[src/rtl/grf_dump_reader.sv]
// grf_dump_reader: walks register file indices FIRST_REG..LAST_REG through a
// dedicated read port and streams each register out as an (index, data) beat
// on a valid/ready interface, followed by a one-cycle done pulse.
//
// Ports:
//   clk            clock, all state updates on the rising edge
//   reset          asynchronous active-low reset
//   start          request a dump (sampled only while idle)
//   abort          cancel a dump in progress (sampled in every state)
//   grfReadAddress register-file read address (idx while reading/holding, else 0)
//   grfReadData    combinational register-file read data for grfReadAddress
//   outValid       beat available
//   outReady       consumer accepts the beat
//   outIndex       register index of the beat
//   outData        register value of the beat
//   outLast        beat is LAST_REG
//   busy           dump in progress
//   done           one-cycle pulse after the last beat is accepted
module grf_dump_reader #(
   parameter int unsigned FIRST_REG = 0,
   parameter int unsigned LAST_REG  = 31
) (
   input  logic        clk,
   input  logic        reset,
   input  logic        start,
   input  logic        abort,
   output logic [4:0]  grfReadAddress,
   input  logic [31:0] grfReadData,
   output logic        outValid,
   input  logic        outReady,
   output logic [4:0]  outIndex,
   output logic [31:0] outData,
   output logic        outLast,
   output logic        busy,
   output logic        done
);

   localparam int unsigned IDX_W  = 5;
   localparam int unsigned DATA_W = 32;

   localparam logic [IDX_W-1:0] FIRST_IDX = IDX_W'(FIRST_REG);
   localparam logic [IDX_W-1:0] LAST_IDX  = IDX_W'(LAST_REG);

   typedef enum logic [1:0] {
      S_IDLE = 2'd0,
      S_READ = 2'd1,
      S_HOLD = 2'd2,
      S_DONE = 2'd3
   } state_t;

   state_t              state_q, state_d;
   logic [IDX_W-1:0]    idx_q, idx_d;
   logic [IDX_W-1:0]    addr_q, addr_d;
   logic                valid_q, valid_d;
   logic [IDX_W-1:0]    index_q, index_d;
   logic [DATA_W-1:0]   data_q, data_d;
   logic                last_q, last_d;
   logic                busy_q, busy_d;
   logic                done_q, done_d;

   // Next-state and next-output logic; read address and busy are computed
   // from the next state so they are registered yet aligned with the state.
   always_comb begin
      state_d = state_q;
      idx_d   = idx_q;
      addr_d  = addr_q;
      valid_d = valid_q;
      index_d = index_q;
      data_d  = data_q;
      last_d  = last_q;
      busy_d  = busy_q;
      done_d  = 1'b0;

      unique case (state_q)
         S_IDLE: begin
            // abort takes priority over a simultaneous start
            if (start && !abort) begin
               state_d = S_READ;
               idx_d   = FIRST_IDX;
               addr_d  = FIRST_IDX;
               busy_d  = 1'b1;
            end
         end

         S_READ: begin
            if (abort) begin
               state_d = S_IDLE;
               addr_d  = '0;
               valid_d = 1'b0;
               busy_d  = 1'b0;
            end else begin
               // Capture the read port value seen this cycle; a write landing
               // on this same edge is therefore not part of the beat.
               data_d  = grfReadData;
               index_d = idx_q;
               last_d  = (idx_q == LAST_IDX);
               valid_d = 1'b1;
               state_d = S_HOLD;
            end
         end

         S_HOLD: begin
            if (abort) begin
               state_d = S_IDLE;
               addr_d  = '0;
               valid_d = 1'b0;
               busy_d  = 1'b0;
            end else if (outReady) begin
               valid_d = 1'b0;
               if (last_q) begin
                  state_d = S_DONE;
                  addr_d  = '0;
                  done_d  = 1'b1;
               end else begin
                  // idx stops at LAST_REG, so this increment never wraps
                  idx_d   = idx_q + IDX_W'(1);
                  addr_d  = idx_q + IDX_W'(1);
                  state_d = S_READ;
               end
            end
         end

         S_DONE: begin
            state_d = S_IDLE;
            busy_d  = 1'b0;
         end

         default: begin
            state_d = S_IDLE;
            addr_d  = '0;
            valid_d = 1'b0;
            busy_d  = 1'b0;
         end
      endcase
   end

   // State and output registers
   always_ff @(posedge clk or negedge reset) begin
      if (!reset) begin
         state_q <= S_IDLE;
         idx_q   <= '0;
         addr_q  <= '0;
         valid_q <= 1'b0;
         index_q <= '0;
         data_q  <= '0;
         last_q  <= 1'b0;
         busy_q  <= 1'b0;
         done_q  <= 1'b0;
      end else begin
         state_q <= state_d;
         idx_q   <= idx_d;
         addr_q  <= addr_d;
         valid_q <= valid_d;
         index_q <= index_d;
         data_q  <= data_d;
         last_q  <= last_d;
         busy_q  <= busy_d;
         done_q  <= done_d;
      end
   end

   assign grfReadAddress = addr_q;
   assign outValid       = valid_q;
   assign outIndex       = index_q;
   assign outData        = data_q;
   assign outLast        = last_q;
   assign busy           = busy_q;
   assign done           = done_q;

endmodule

[config.mk]
export PLATFORM = sky130hd
export DESIGN_NAME = grf_dump_reader
export DESIGN_NICKNAME = d
export VERILOG_FILES = /design/src/rtl/grf_dump_reader.sv
export SDC_FILE = /design/constraint.sdc
export NUM_CORES = 1
export LEC_CHECK = 0
export ABC_AREA = 1
export CAP_MARGIN = 20
export CORE_MARGIN = 8
export CORE_UTILIZATION = 45
export DETAILED_ROUTE_END_ITERATION = 16
export PLACE_DENSITY = 0.8
export SYNTH_ARGS = -nofsm -noshare
export SYNTH_HDL_FRONTEND = slang
export SYNTH_SLANG_ARGS = --single-unit
[constraint.sdc]
create_clock -name clk -period 1.8 [get_ports clk]
set_input_delay 0.36 -clock clk [delete_from_list [all_inputs] [get_ports clk]]
set_output_delay 0.36 -clock clk [all_outputs]
set_load 0.02 [all_outputs]
==> reports/metrics.cfg <==
[outcome]
status = complete, no violations

[clocking]
cts-hold-fix-buffers = 0
clkTransAtPathRegs_ps = 90
clock_sinks = 53
postCtsSetupRepairBufs = 0
cts_root_buf = clkbuf_8
clockBufferDepth = 2
post_cts_resized = 0
cts_tree = yes
cts-htree-levels = 2
clkLatencyLatePin_ps = 300
numCtsBuffers = 5

[pwr]
p_switching_mw = 2.144
peakVddDrop_uv = 726.2
seqPwrFrac_pct = 33.7
cellPowerDensity_nw_per_um2 = 1670
intPower_mw = 3.587
leakage_nw = 1.648
p_sw_share_pct = 37.41
finalPower_mw = 5.731
combinationalPowerShare_pct = 54.8
clkPwrFrac_pct = 11.5

[synthesis]
synthesis.area_sq_um = 2385
async_flop_share_pct = 100.0
synth_cell_types = 19
synthesis.nets = 232
ys.flop_type = dfrtp_1
synth_edf_count = 0
synth-seq-cells = 53
synth.avg_cell_area_sq_um = 12.75
synth_cells = 187
ys_seq_area_share_pct = 55.61
synth_warnings = 0

[final_layout]
seq_area_sq_um = 1326
multi_input_area_sq_um = 967.2
n_antenna_cell = 0
fin_nets = 324
final_cells = 350
fill_cells = 375
drive_gt1_share_pct = 20.71
syn_to_final_growth_pct = 43.91

[floorplan]
die_y_um = 88.80
die_area_sq_um = 7885
ios = 83
coreArea_sq_um = 5107
rows = 26
die_w_um = 88.80
start_util_pct = 46.69

[sta]
fmax_mhz = 583.8
finalClockSkew_ps = 7.347
tightest_slew_ps = 337.3
timing.slew.headroom_pct = 77.52
slew_viol_final = 0
setup-tns-final_ps = 0
min_period_over_period_pct = 95.16
rsz0062_at_grt = no
fin_crit_ps = 1713
finalSetupViolCount = 0
hold_viol = 0

[hold_path]
holdCritPathClass = input pin to async pin

[critical_path]
cp-start-kind = register
crit_family = buffers and inverters
crit_required_ps = 1440
cp_slowest_cell = clkdlybuf4s50_1
worstSetupPathType = register to primary output
worstPathCellList = clkdlybuf4s50_1
slowest_delay_ps = 630
arrival_ps = 1350
crit_fanout = 4
critPathBufInv = 1
cp-end-kind = primary output

[detailed_routing]
wirelength_um = 5896
firstDrtPassIters = 4
wl_per_cell_um = 16.85
vias_per_cell = 4.806
remaining_drc_errors = 0
drt_iter0_drc = 30
drtAntennaViolNets = 0
num_vias = 1682

[global_route]
antenna_found_initial = 0
overflow = 0
grt_max_degree = 54
grt_pass1_vias = 1711
grt_pass1_wl_um = 9094
track_usage_pct = 15.21

[run]
max_cap_violations = 0

[placement]
place_congestion = 0.7848
dpl.hpwl_um = 4563
dp.cells = 342
portBuffers = 82

==> power by group through the flow <==
stage | combinational, mW | clock, mW | sequential, mW
final | 3.14 | 0.658 | 1.93
after global routing | 3.34 | 0.722 | 1.98
after CTS | 3.18 | 0.682 | 1.93
after detailed placement | 3.16 | 0 | 1.95
after global placement | 3.08 | 0 | 1.93
after floorplan | 1.37 | 0 | 2.42
==> path summary, 6_finish.rpt <==
kind,start,end,slack [ps],depth (start not counted)
max in group asynchronous,reset,outData[4],1530,2
min reg2reg,busy,busy,480,2
max,outLast,outLast,90,1
max reg2reg,state_q[0],idx_q[0],180,9
min,reset,outData[16],30,2
min in group clk,busy,busy,480,2
==> cells by family after synthesis <==
group | share of synthesized area, %
fa+ha+maj | 4.197
flops | 55.61
buf+inv | 3.830
simple gates | 11.07
mux | 22.35
compound gates | 2.938
==> cell usage in the layout (no fill, tap or decap), types with 2 or more instances in the layout <==
cell / synthesis / layout
a21oi_1: 4 / 4
buf_12: 0 / 4
buf_4: 0 / 4
clkbuf_1: 0 / 2
clkbuf_8: 0 / 5
clkdlybuf4s50_1: 0 / 81
dfrtp_1: 53 / 53
ha_1: 8 / 8
inv_1: 7 / 7
inv_2: 4 / 4
mux2_1: 2 / 2
mux2_4: 34 / 34
nand2_1: 37 / 37
nand2_2: 3 / 3
nand3_1: 8 / 8
nand4_1: 2 / 2
nor2_1: 7 / 7
o21ai_0: 3 / 3
o21ai_1: 7 / 7
==> routing by layer <==
layer	wire, um	global-route usage, %	vias up
li1	-	-	802
met4	76	5.069	0
met5	0	0	-
met1	2535	18.34	803
met2	2609	24.66	71
met3	674	5.200	6
==> cells in the mapped netlist, types with 2 or more instances <==
cell,count,area share (%)
mux2_4,34,21
nand3_1,8,1.7
nor2_1,7,1.1
nand2_2,3,0.79
nand4_1,2,0.52
dfrtp_1,53,56
inv_1,7,1.1
o21ai_0,3,0.63
mux2_1,2,0.94
a21oi_1,4,0.84
ha_1,8,4.2
o21ai_1,7,1.5
inv_2,4,0.63
nand2_1,37,5.8
buf_6,4,1.9
==> sequential cells by signal (all words and copies together) (netlist names) <==
register,flops
busy,1
done,1
grfReadAddress,5
idx_q,5
outData,32
outIndex,5
outLast,1
outValid,1
state_q,2
==> through the flow <==
stage               setup WS (ps)  hold WS [ps]  util (%)  cell area [sq um]
finish                      87.11         25.63     67.20               3432
detailed placement          29.38         378.0     65.56               3348
CTS                         74.51         40.36     67.20               3432
global placement            74.05         374.7     65.56               3348
floorplan                   423.4         64.41         -               2385
global route                24.23         60.28     67.20               3432
==> final cells by class <==
cell class              count  area share [%]
repair buffers             90           26.98
flip-flops and latches     53           38.64
clock inverters             1          0.2187
clock buffers               7           2.224
well taps                  70           2.552
inverters                  11           1.203
multi-input cells         118           28.18
==> worst reg2reg max path, stage by stage, from the launching register on <==
cell and delay (ps):
dfrtp_1 420, inv_1 140, ha_1 380, inv_1 140, nand2_1 80, nand2_1 60, nand3_2 140, inv_2 70
nand2_1 60, nand2_1 40
Power figures use the tool's default switching activity.
